[config.mk]
export PLATFORM = sky130hd
export DESIGN_NAME = alu_iter
export DESIGN_NICKNAME = d
export VERILOG_FILES = /design/src/rtl/alu_iter.sv
export SDC_FILE = /design/constraint.sdc
export NUM_CORES = 1
export LEC_CHECK = 0
export ABC_CLOCK_PERIOD_IN_PS = 8900
export BUFFER_PORTS_ARGS = -buffer_cell sky130_fd_sc_hd__buf_2
export CELL_PAD_IN_SITES_DETAIL_PLACEMENT = 2
export CELL_PAD_IN_SITES_GLOBAL_PLACEMENT = 2
export CORE_ASPECT_RATIO = 1.25
export CORE_MARGIN = 5
export CORE_UTILIZATION = 40
export CTS_CLUSTER_DIAMETER = 30
export DETAILED_ROUTE_END_ITERATION = 7
export PLACE_DENSITY = 0.95
export REMOVE_ABC_BUFFERS = 1
export SYNTH_ARGS = -nofsm -noshare
export SYNTH_HDL_FRONTEND = slang
export SYNTH_SLANG_ARGS = --single-unit
[constraint.sdc]
create_clock -name clk -period 8.9 [get_ports clk]
set_input_delay 1.78 -clock clk [delete_from_list [all_inputs] [get_ports clk]]
set_output_delay 1.78 -clock clk [all_outputs]
set_load 0.01 [all_outputs]
[src/rtl/alu_iter.sv]
// Multi-cycle ALU: single-cycle logic/arith ops plus iterative shift-add multiply
// and restoring divide, one bit per CALC cycle, with a registered result and zero flag.
module alu_iter #(
  parameter int unsigned WIDTH = 32
) (
  input  logic             clk,
  input  logic             rst,
  input  logic             start,
  input  logic [3:0]       ALUOp,
  input  logic [WIDTH-1:0] A,
  input  logic [WIDTH-1:0] B,
  output logic             busy,
  output logic             done,
  output logic [WIDTH-1:0] C,
  output logic             Zero
);

  localparam int unsigned CW = (WIDTH > 1) ? $clog2(WIDTH) : 1;
  localparam logic [CW-1:0] LAST_ITER = CW'(WIDTH - 1);

  localparam logic [1:0] S_IDLE = 2'd0;
  localparam logic [1:0] S_CALC = 2'd1;
  localparam logic [1:0] S_DONE = 2'd2;

  localparam logic [3:0] OP_NOP   = 4'b0000;
  localparam logic [3:0] OP_ADD   = 4'b0001;
  localparam logic [3:0] OP_SUB   = 4'b0010;
  localparam logic [3:0] OP_AND   = 4'b0011;
  localparam logic [3:0] OP_OR    = 4'b0100;
  localparam logic [3:0] OP_SLT   = 4'b0101;
  localparam logic [3:0] OP_SLTU  = 4'b0110;
  localparam logic [3:0] OP_MUL   = 4'b0111;
  localparam logic [3:0] OP_MULHU = 4'b1000;
  localparam logic [3:0] OP_DIVU  = 4'b1001;
  localparam logic [3:0] OP_REMU  = 4'b1010;

  logic [1:0]       state_q, state_d;
  logic             busy_q, busy_d;
  logic             done_q, done_d;
  logic [WIDTH-1:0] c_q, c_d;
  logic             zero_q, zero_d;
  logic [3:0]       op_q, op_d;
  logic [WIDTH-1:0] opa_q, opa_d;
  logic [WIDTH-1:0] acc_q, acc_d;
  logic [WIDTH-1:0] lo_q, lo_d;
  logic [CW-1:0]    cnt_q, cnt_d;

  logic [WIDTH-1:0] alu_res_c;
  logic             is_iter_c;
  logic             is_mul_c;
  logic [WIDTH:0]   mul_sum_c;
  logic [WIDTH-1:0] mul_acc_c, mul_lo_c;
  logic [WIDTH:0]   div_trial_c;
  logic             div_ge_c;
  logic [WIDTH-1:0] div_acc_c, div_lo_c;
  logic [WIDTH-1:0] iter_res_c;

  assign busy = busy_q;
  assign done = done_q;
  assign C    = c_q;
  assign Zero = zero_q;

  assign is_iter_c = (ALUOp >= OP_MUL) && (ALUOp <= OP_REMU);
  assign is_mul_c  = (op_q == OP_MUL) || (op_q == OP_MULHU);

  // Single-cycle datapath on the live inputs, used only at acceptance
  always_comb begin
    alu_res_c = A;
    case (ALUOp)
      OP_NOP:  alu_res_c = A;
      OP_ADD:  alu_res_c = A + B;
      OP_SUB:  alu_res_c = A - B;
      OP_AND:  alu_res_c = A & B;
      OP_OR:   alu_res_c = A | B;
      OP_SLT:  alu_res_c = WIDTH'($signed(A) < $signed(B));
      OP_SLTU: alu_res_c = WIDTH'(A < B);
      default: alu_res_c = A;
    endcase
  end

  // Shift-add step: acc:lo holds the running product, lo's LSB selects the add
  always_comb begin
    mul_sum_c = {1'b0, acc_q} + (lo_q[0] ? {1'b0, opa_q} : {(WIDTH+1){1'b0}});
    mul_acc_c = mul_sum_c[WIDTH:1];
    mul_lo_c  = {mul_sum_c[0], lo_q[WIDTH-1:1]};
  end

  // Restoring step: acc is the remainder, lo shifts dividend out and quotient in
  always_comb begin
    div_trial_c = {acc_q, lo_q[WIDTH-1]};
    div_ge_c    = div_trial_c >= {1'b0, opa_q};
    div_acc_c   = div_ge_c ? WIDTH'(div_trial_c - {1'b0, opa_q}) : div_trial_c[WIDTH-1:0];
    div_lo_c    = {lo_q[WIDTH-2:0], div_ge_c};
  end

  always_comb begin
    case (op_q)
      OP_MUL:   iter_res_c = mul_lo_c;
      OP_MULHU: iter_res_c = mul_acc_c;
      OP_DIVU:  iter_res_c = div_lo_c;
      default:  iter_res_c = div_acc_c;
    endcase
  end

  // Next-state and datapath update
  always_comb begin
    state_d = state_q;
    c_d     = c_q;
    zero_d  = zero_q;
    op_d    = op_q;
    opa_d   = opa_q;
    acc_d   = acc_q;
    lo_d    = lo_q;
    cnt_d   = cnt_q;

    case (state_q)
      S_IDLE: begin
        if (start) begin
          op_d = ALUOp;
          if (is_iter_c) begin
            state_d = S_CALC;
            cnt_d   = '0;
            acc_d   = '0;
            if ((ALUOp == OP_MUL) || (ALUOp == OP_MULHU)) begin
              opa_d = A;
              lo_d  = B;
            end else begin
              opa_d = B;
              lo_d  = A;
            end
          end else begin
            state_d = S_DONE;
            c_d     = alu_res_c;
            zero_d  = (alu_res_c == '0);
          end
        end
      end
      S_CALC: begin
        cnt_d = cnt_q + CW'(1);
        if (is_mul_c) begin
          acc_d = mul_acc_c;
          lo_d  = mul_lo_c;
        end else begin
          acc_d = div_acc_c;
          lo_d  = div_lo_c;
        end
        if (cnt_q == LAST_ITER) begin
          state_d = S_DONE;
          c_d     = iter_res_c;
          zero_d  = (iter_res_c == '0);
        end
      end
      S_DONE:  state_d = S_IDLE;
      default: state_d = S_IDLE;
    endcase

    busy_d = (state_d != S_IDLE);
    done_d = (state_d == S_DONE);
  end

  always_ff @(posedge clk or posedge rst) begin
    if (rst) begin
      state_q <= S_IDLE;
      busy_q  <= 1'b0;
      done_q  <= 1'b0;
      c_q     <= '0;
      zero_q  <= 1'b1;
      op_q    <= OP_NOP;
      opa_q   <= '0;
      acc_q   <= '0;
      lo_q    <= '0;
      cnt_q   <= '0;
    end else begin
      state_q <= state_d;
      busy_q  <= busy_d;
      done_q  <= done_d;
      c_q     <= c_d;
      zero_q  <= zero_d;
      op_q    <= op_d;
      opa_q   <= opa_d;
      acc_q   <= acc_d;
      lo_q    <= lo_d;
      cnt_q   <= cnt_d;
    end
  end

endmodule

### Word level (Yosys, flattened, before mapping)

Cells that the tools add are included.

* memories kept: 0
* bits in writable memories: 0
* latch bits: 0
* bits in registers: 142
* logic and storage cells: 81
* bits in read-only memories: 0

* shift-type cells: 0
* $mul: 0
* eq/ne operators: 18
* $lt $le $gt $ge: 5
* reductions and logical operators: 12
* bitwise logic cells: 2
* muxes and demuxes: 29
* add/sub/neg operators: 5
* divide/modulo/power cells: 0

Operator list (count)
* $mux 32: 13
* $pmux 32 s2: 3
* $pmux 32 s6: 1
* $pmux 32 s3: 1
* $logic_not 32->1: 2
* $lt 32x32->1: 2
* $sub 32x32->32: 2
* $add 32x32->33: 1
* $ge 33x32->1: 1
* $add 32x32->32: 1
* $and 32x32->32: 1
* $or 32x32->32: 1
* $eq 4x3->1 const B: 5
* $eq 4x4->1 const B: 3
* $mux 5: 2
* $pmux 5 s2: 1
* $eq 4x2->1 const B: 2
* $ne 2x2->1 const B: 4
* $mux 2: 3
* $reduce_and 3->1: 2
* $add 5x1->5 const B: 1
* $eq 5x5->1 const B: 1
* $eq 4x1->1 const B: 1
* $ge 4x3->1 const B: 1
* 12 further kinds: 16

### Logic depth before layout (Yosys ltp)

Gate-level depths: netlist of run 1.

* word-level depth: 6
* gate-level depth with buffers: 17
* gate-level depth less buffers: 16

### Worst setup path before layout of run 1

OpenSTA, ideal clock, no wires.

* path kind: input -> register
* start: input port B[8]
* end: register c_q[31] (netlist: C[31])
* arrival: 4706 ps
* setup slack: 4069 ps
* required time: 8775 ps
* buffers on the path: 1
* cell stages on the path: 14
* cells stage by stage: inv_1 ha_1 clkbuf_1 a21oi_1 o21ba_2 a2bb2oi_1 and2_1 o31a_1 o21ai_1 nand2_1 mux2_1 o32a_1 mux2_2 mux2_2

* cells in the longest elaborated chain, start to end: 5
* elaborated cells on any way between the ends: 6
* those cells by class: add/sub (2); mux (4)

Ends and longest elaborated chain
* start, declared: line 11 `input logic [WIDTH-1:0] B,`
* $sub 32x32->32 / $add 32x32->32 (equally long branches): line 72, 71
* $pmux 32 s6 *: line 69 `case (ALUOp)`
* $mux 32 *: line 120 `if (is_iter_c) begin`
* $mux 32 *: line 118 `if (start) begin`
* $pmux 32 s2 *: line 116 `case (state_q)`
* end signal, assigned: line 166 `c_q <= '0;`
* end signal, assigned: line 177 `c_q <= c_d;`
* end, declared: line 40 `logic [WIDTH-1:0] c_q, c_d;`

Every way passes the cells marked *; elsewhere a longest branch is shown, timed or not. The select of a mux whose other input is x is not followed.
A chain may end at the register's enable or synchronous reset.

### Worst setup path after layout of run 1

* start: register acc_q[1]
* end: register zero_q (netlist: Zero)

* cells in the longest elaborated chain, start to end: 6
* elaborated cells on any way between the ends: 8
* those cells by class: add/sub (2); order compare (1); mux (4); reduce/logical (1)

Ends and longest elaborated chain
* start, declared: line 44 `logic [WIDTH-1:0] acc_q, acc_d;`
* start signal, assigned: line 170 `acc_q <= '0;`
* start signal, assigned: line 181 `acc_q <= acc_d;`
* $sub 32x32->32 / $ge 33x32->1 (equally long branches): line 92, 91
* $mux 32: line 92 `div_acc_c = div_ge_c ? WIDTH'(div_trial_c - {1'b0, opa_q}) : div_trial_c[WIDTH-1:0];`
* $pmux 32 s3 *: line 97 `case (op_q)`
* $logic_not 32->1 *: line 150 `zero_d = (iter_res_c == '0);`
* $mux 1 *: line 147 `if (cnt_q == LAST_ITER) begin`
* $pmux 1 s2 *: line 116
* end signal, assigned: line 178 `zero_q <= zero_d;`
* end, declared: line 41 `logic zero_q, zero_d;`

Marks and branches as above.

==> results_dict.tcl, run 1 <==
set metrics [dict create \
    grt_pass1_vias 24600 \
    min_from "cnt_q[4]" \
    route.vias.total 22900 \
    fin_hold_ws_ns 0.517 \
    cpMaxStageDelayCell "o21ai_2" \
    pin_count 106 \
    post_cts_resized 0 \
    drc 0 \
    syn_avg_cell_area_um2 7.20 \
    synth_edf_count 0 \
    finalHoldViolCount 0 \
    max_freq_mhz 157 \
    syn-cell-area_mm2 0.0179 \
    grt-ovfl-total 0 \
    cts_buffers 17 \
    die_area_mm2 0.0490 \
    crit_start "acc_q[1]" \
    drv_slew 0 \
    clk_pin_slew_ns 0.07 \
    synth-seq-cells 142 \
    arrival_ns 6.79 \
    wl_mm 109 \
    drv_cap 0 \
    min_to "cnt_q[4]" \
    ctsHtreeMaxLevel 4 \
    fin_tns_setup_ns 0 \
    die_w_um 199 \
    dp_hpwl_mm 73.3 \
    nFillCells 5067 \
    grt_max_degree 87 \
    rr_startpoint "acc_q[1]" \
    post-place-cells 3026 \
    gp_congestion 0.999 \
    path_class "reg2reg" \
    yosysWarnings 0 \
    worstPathCellList "ha_1 -> and3b_1 -> o2111ai_1 -> nand4_1 -> and3_1 -> o21ai_2 -> nand2_2 -> mux2i_1 -> o221ai_1 -> a2111oi_0 -> nand4_1 -> or4_1 -> o211ai_2" \
    firstDrtPassIters 7 \
    post-route-min-period_ns 6.39 \
    status "completed" \
    layout_setup_ws_ns 2.51 \
    grt_pass1_wl_mm 162 \
    p_per_area_mw_per_mm2 385 \
    nNetsFinal 2717 \
    die_y_um 246 \
    cts_buffer_depth 2 \
    synth_cell_type_count 92 \
    root_buffer "clkbuf_16" \
    ys_seq_area_share_pct 19.9 \
    grtUsageTotal_pct 43.2 \
    worstPathMaxFanout 22 \
    antenna_found_initial 2 \
    port_buffers 105 \
    cp-start-kind "flop" \
    min_period_over_period_pct 71.8 \
    insertion_delay_ns 0.49 \
    synth_cells 2481 \
    layout_commonest_cell "a21oi_1" \
    min_path_cells 1 \
    cp_data_required_time_ns 9.30 \
    hold_class "reg2reg" \
    core-area_mm2 0.0441 \
    power_leakage_nw 8.59 \
    timing.rr.end "Zero" \
    avgRoutedWirePerCell_um 35.7 \
    drtIter0Drc 2692 \
    synth-main-ff-cell "dfrtp_1" \
    tightest_slew_ns 1.20 \
    layout-drive-gt1-share_pct 9.38 \
    fin_worst_skew_ns 0.0186 \
    synthArstFlopShare_pct 100 \
    finalPower_mw 7.42 \
    fp-row-count 86 \
    fin_cells 3060 \
    slowest_delay_ns 0.81 \
    final_cell_mix "a21oi_1, nand2_1, o21ai_0" \
    drtAntennaViolNets 0 \
    r2r_setup_slack_ns 2.51 \
    start_util_pct 40.5 \
    cts_tree "built" \
    critPathMostFrequentCell "nand4_1" \
    postCtsHoldBufs 0 \
    max-slew-margin-rel_pct 20.3 \
    reg2reg_depth 13 \
    area_growth_pct 7.87 \
    irDropWorstVdd_uv 181 \
    cts.sinks 142 \
    rsz0062_at_grt "no" \
    via_per_inst 7.48 \
    post_cts_buffers 0 \
    post-place-ws_ns 2.60 \
    setup_viol 0 \
    endpoint_kind "flop" \
]
[per-layer routing]
layer | up-vias | global-route usage (%) | share of wire [%]
met5 | - | 0 | 0.018
met1 | 11300 | 50.0 | 36
met2 | 1864 | 69.4 | 45
met4 | 2 | 31.1 | 9.3
met3 | 740 | 10.3 | 9.6
li1 | 8992 | - | -
[worst max path at each step]
stage                     cells after the start       end
after floorplan                               6  lo_q[30]
after global placement                       16      C[0]
after detailed placement                     16      C[0]
after CTS                                    17      Zero
after global routing                         13      Zero
final                                        13      Zero
[layout make-up]
class | count | area (um2) | area share, %
antenna | 3 | 7.51 | 0.0390
timing repair buffer | 133 | 736 | 3.82
clock buffer | 19 | 443 | 2.30
inverter | 161 | 609 | 3.16
sequential | 142 | 3550 | 18.5
clock inverter | 12 | 97.6 | 0.507
multi-input combinational | 2018 | 13100 | 68.0
tap | 572 | 716 | 3.72
[report_power, final]
group	switching (mW)	internal [mW]	total, mW
registers	0.448	0.929	1.38
logic	3.73	1.58	5.31
clock network	0.351	0.387	0.738
total	4.53	2.89	7.42
[registers in the layout, summed over array words and instances, names as in the netlist]
signal   count
acc_q       32
opa_q       32
C           32
op_q         4
lo_q        32
done         1
busy         1
Zero         1
state_q      2
cnt_q        5
[cells in the mapped netlist (15+ instances only)]
| master | count | share of area [%] |
|---|---|---|
| a21oi_1 | 318 | 8.9 |
| nand2_1 | 318 | 6.7 |
| o21ai_0 | 208 | 5.8 |
| nor2_1 | 184 | 3.9 |
| ha_1 | 169 | 12 |
| inv_1 | 160 | 3.4 |
| dfrtp_1 | 141 | 20 |
| clkbuf_1 | 134 | 2.8 |
| a211oi_1 | 47 | 2.0 |
| and2_1 | 47 | 1.6 |
| xnor2_1 | 46 | 2.3 |
| nand3_1 | 38 | 1.1 |
| a21o_1 | 36 | 1.5 |
| mux2i_1 | 33 | 1.9 |
| o211ai_1 | 33 | 1.4 |
| nand4_1 | 29 | 1.0 |
| nor3_1 | 29 | 0.81 |
| xor2_1 | 25 | 1.2 |
| a221oi_1 | 23 | 1.1 |
| a31oi_1 | 23 | 0.81 |
| and3_1 | 22 | 0.77 |
| o31ai_1 | 21 | 0.88 |
| a211o_1 | 19 | 0.93 |
| nor4_1 | 19 | 0.67 |
| nand2b_1 | 18 | 0.63 |
| o21a_1 | 18 | 0.76 |
| o21bai_1 | 18 | 0.76 |
| a22oi_1 | 17 | 0.71 |
| a22o_1 | 16 | 0.78 |
| o221ai_1 | 16 | 0.78 |
| mux2_2 | 15 | 0.95 |
[through the flow]
stage               cell area, um2  utilization [%]
floorplan                    17200                -
global placement             18700             42.4
detailed placement           18700             42.4
CTS                          19200             43.6
global route                 19200             43.6
finish                       19300             43.7
[logic make-up after synthesis]
kind of cell,Yosys count,share of synthesized area (%)
AOI/OAI and AO/OA,948,34.2
xor gates and xnor gates,71,3.48
adders and majority gates,173,12.3
buffers and inverters,321,7.09
DFF,142,19.9
muxes,49,2.86
and+or+nand+nor,777,20.1
[worst max-delay path, delay by kind of cell, from the launching register on]
family | cells | cell delay, ns
AO/OA/AOI/OAI | 5 | 2.31
AND/OR/NAND/NOR | 6 | 2.54
multiplexers | 1 | 0.53
adder cells (fa/ha/maj) | 1 | 0.45
flip-flops | 1 | 0.45
Power figures use the tool's default switching activity.
==> run 2, diff against run 1 <==
- ABC_CLOCK_PERIOD_IN_PS: 8900 -> 6150
- CORE_UTILIZATION: 40 -> 37
- PLACE_DENSITY: 0.95 -> 0.93
- clock period: 8.9 -> 6.15 ns (I/O delays scaled with it)
==> run 2 against run 1 <==
  * Setup slack worse by 2.2 ns
  * Hold slack better by 0.018 ns
  * Largest power group unchanged
  * First-iteration DRC count is 8.1% higher
  * Global-route usage is 3.9 points lower
  * Via count is 1.1% higher
  * Clock skew is 0.0021 ns lower
  * Register-to-register slack worse by 2.2 ns
  * Non-clock buffer count is 8 higher
  * Wire length is 2.0% higher
  * Total power is 45% higher
  * Final area is 0.84% higher
==> results_dict.tcl, run 2 (same netlist as run 1, synthesis figures left out) <==
set metrics [dict create \
    drtAntennaViolNets 0 \
    pwr-share-seq_pct 18.1 \
    min_period_over_period_pct 95.4 \
    port_buffers 105 \
    firstDrtPassIters 7 \
    post_cts_resized 0 \
    clk_pin_slew_ns 0.07 \
    final_cell_mix "a21oi_1, nand2_1, o21ai_0" \
    cts_buffer_depth 2 \
    post-place-ws_ns 0.593 \
    dp_hpwl_mm 72.2 \
    max-slew-margin-rel_pct 11.2 \
    insertion_delay_ns 0.48 \
    cp-start-kind "primary input" \
    rsz0062_at_grt "no" \
    cts.sinks 142 \
    power_leakage_nw 8.63 \
    avgRoutedWirePerCell_um 35.5 \
    finalPower_mw 10.8 \
    status "completed" \
    hold_class "reg2reg" \
    min_path_cells 2 \
    p_sw_mw 6.55 \
    fp-row-count 90 \
    antenna_found_initial 4 \
    reg2reg_depth 12 \
    die_area_mm2 0.0528 \
    layout-drive-gt1-share_pct 9.63 \
    r2r_setup_slack_ns 0.36 \
    start_util_pct 37.2 \
    cts_tree "built" \
    path_class "in2reg" \
    gp_congestion 0.975 \
    ctsHtreeMaxLevel 4 \
    rr_startpoint "acc_q[19]" \
    root_buffer "clkbuf_16" \
    drtIter0Drc 2911 \
    clkPwrFrac_pct 9.7 \
    fin_tns_setup_ns 0 \
    swShare_pct 60.9 \
    cts_buffers 17 \
    timing.rr.end "Zero" \
    drc 0 \
    min_to "C[14]" \
    fin_util_pct 40.5 \
    finalHoldViolCount 0 \
    via_per_inst 7.36 \
    layout_setup_ws_ns 0.281 \
    max_freq_mhz 170 \
    route.vias.total 23100 \
    fin_worst_skew_ns 0.0165 \
    die_w_um 206 \
    fin_hold_ws_ns 0.535 \
    worstPathMaxFanout 5 \
    area_growth_pct 8.78 \
    grt-ovfl-total 0 \
    core-area_mm2 0.0480 \
    p_per_area_mw_per_mm2 554 \
    setup_viol 0 \
    p_int_mw 4.20 \
    post_cts_buffers 0 \
    cp_data_required_time_ns 6.46 \
    post-route-min-period_ns 5.87 \
    nNetsFinal 2725 \
    irDropWorstVdd_uv 209 \
    endpoint_kind "flop" \
    grtUsageTotal_pct 39.2 \
    combPwrFrac_pct 72.2 \
    nFillCells 5559 \
    grt_pass1_vias 24600 \
    drv_cap 0 \
    wl_mm 111 \
    drv_slew 0 \
    arrival_ns 6.18 \
    grt_pass1_wl_mm 160 \
    layout_commonest_cell "a21oi_1" \
    pin_count 106 \
    min_from "C[14]" \
    die_y_um 256 \
    tightest_slew_ns 1.32 \
    postCtsHoldBufs 0 \
    grt_max_degree 129 \
]
## run 2: worst max path at each step
stage	start	endpoint	slack, ns	depth (start not counted)
after detailed placement	A[0]	Zero	0.59	17
after CTS	A[0]	C[0]	0.70	16
after global placement	A[0]	C[0]	0.68	16
after global routing	A[0]	C[0]	0.46	16
final	A[0]	C[0]	0.28	16
after floorplan	ALUOp[1]	lo_q[30]	-0.34	6
## run 2: worst max-delay path: stages
cell and delay (ns):
buf_2 0.11, inv_1 0.13, ha_1 0.28, inv_1 0.10, fa_1 0.24, nor2b_1 0.27, o221ai_1 0.32, a31oi_1 0.40
a211o_1 0.28, a31oi_1 0.21, a31o_2 0.27, o31ai_1 0.42, nor4b_1 1.02, o32ai_1 0.43, o211ai_1 0.31, o21ai_0 0.15
## run 2: cell type report
cell class                      count  area [um2]  area share [%]
Clock inverter                      7        37.5           0.193
Inverter                          161         609            3.14
Antenna cell                        5        12.5          0.0644
Sequential cell                   142        3550            18.3
Multi-Input combinational cell   2018       13100            67.4
Clock buffer                       23         498            2.56
Timing Repair Buffer              141         808            4.16
Tap cell                          644         806            4.15
## run 2: per-layer routing
layer	global-route usage [%]	routed length [um]	share of wire, %	up-vias
li1	-	-	-	9018
met5	0	29	0.026	-
met2	62.7	49400	44	1929
met3	9.21	11600	10	837
met4	28.5	11400	10	4
met1	45.5	38900	35	11300
## run 2: through the flow
stage	area [um2]	instances
2_1_floorplan	17200	2321
3_3_place_gp	18900	3106
3_5_place_dp	18900	3106
4_1_cts	19400	3136
5_1_grt	19400	3138
6_report	19400	3141
## run 2: power by group through the flow
stage | Combinational, mW | Sequential, mW | Clock (mW)
final | 7.76 | 1.95 | 1.04
after global routing | 7.95 | 1.94 | 1.06
after CTS | 7.21 | 1.88 | 1.03
after detailed placement | 6.76 | 1.84 | 0
after global placement | 6.17 | 1.77 | 0
after floorplan | 4.29 | 1.70 | 0
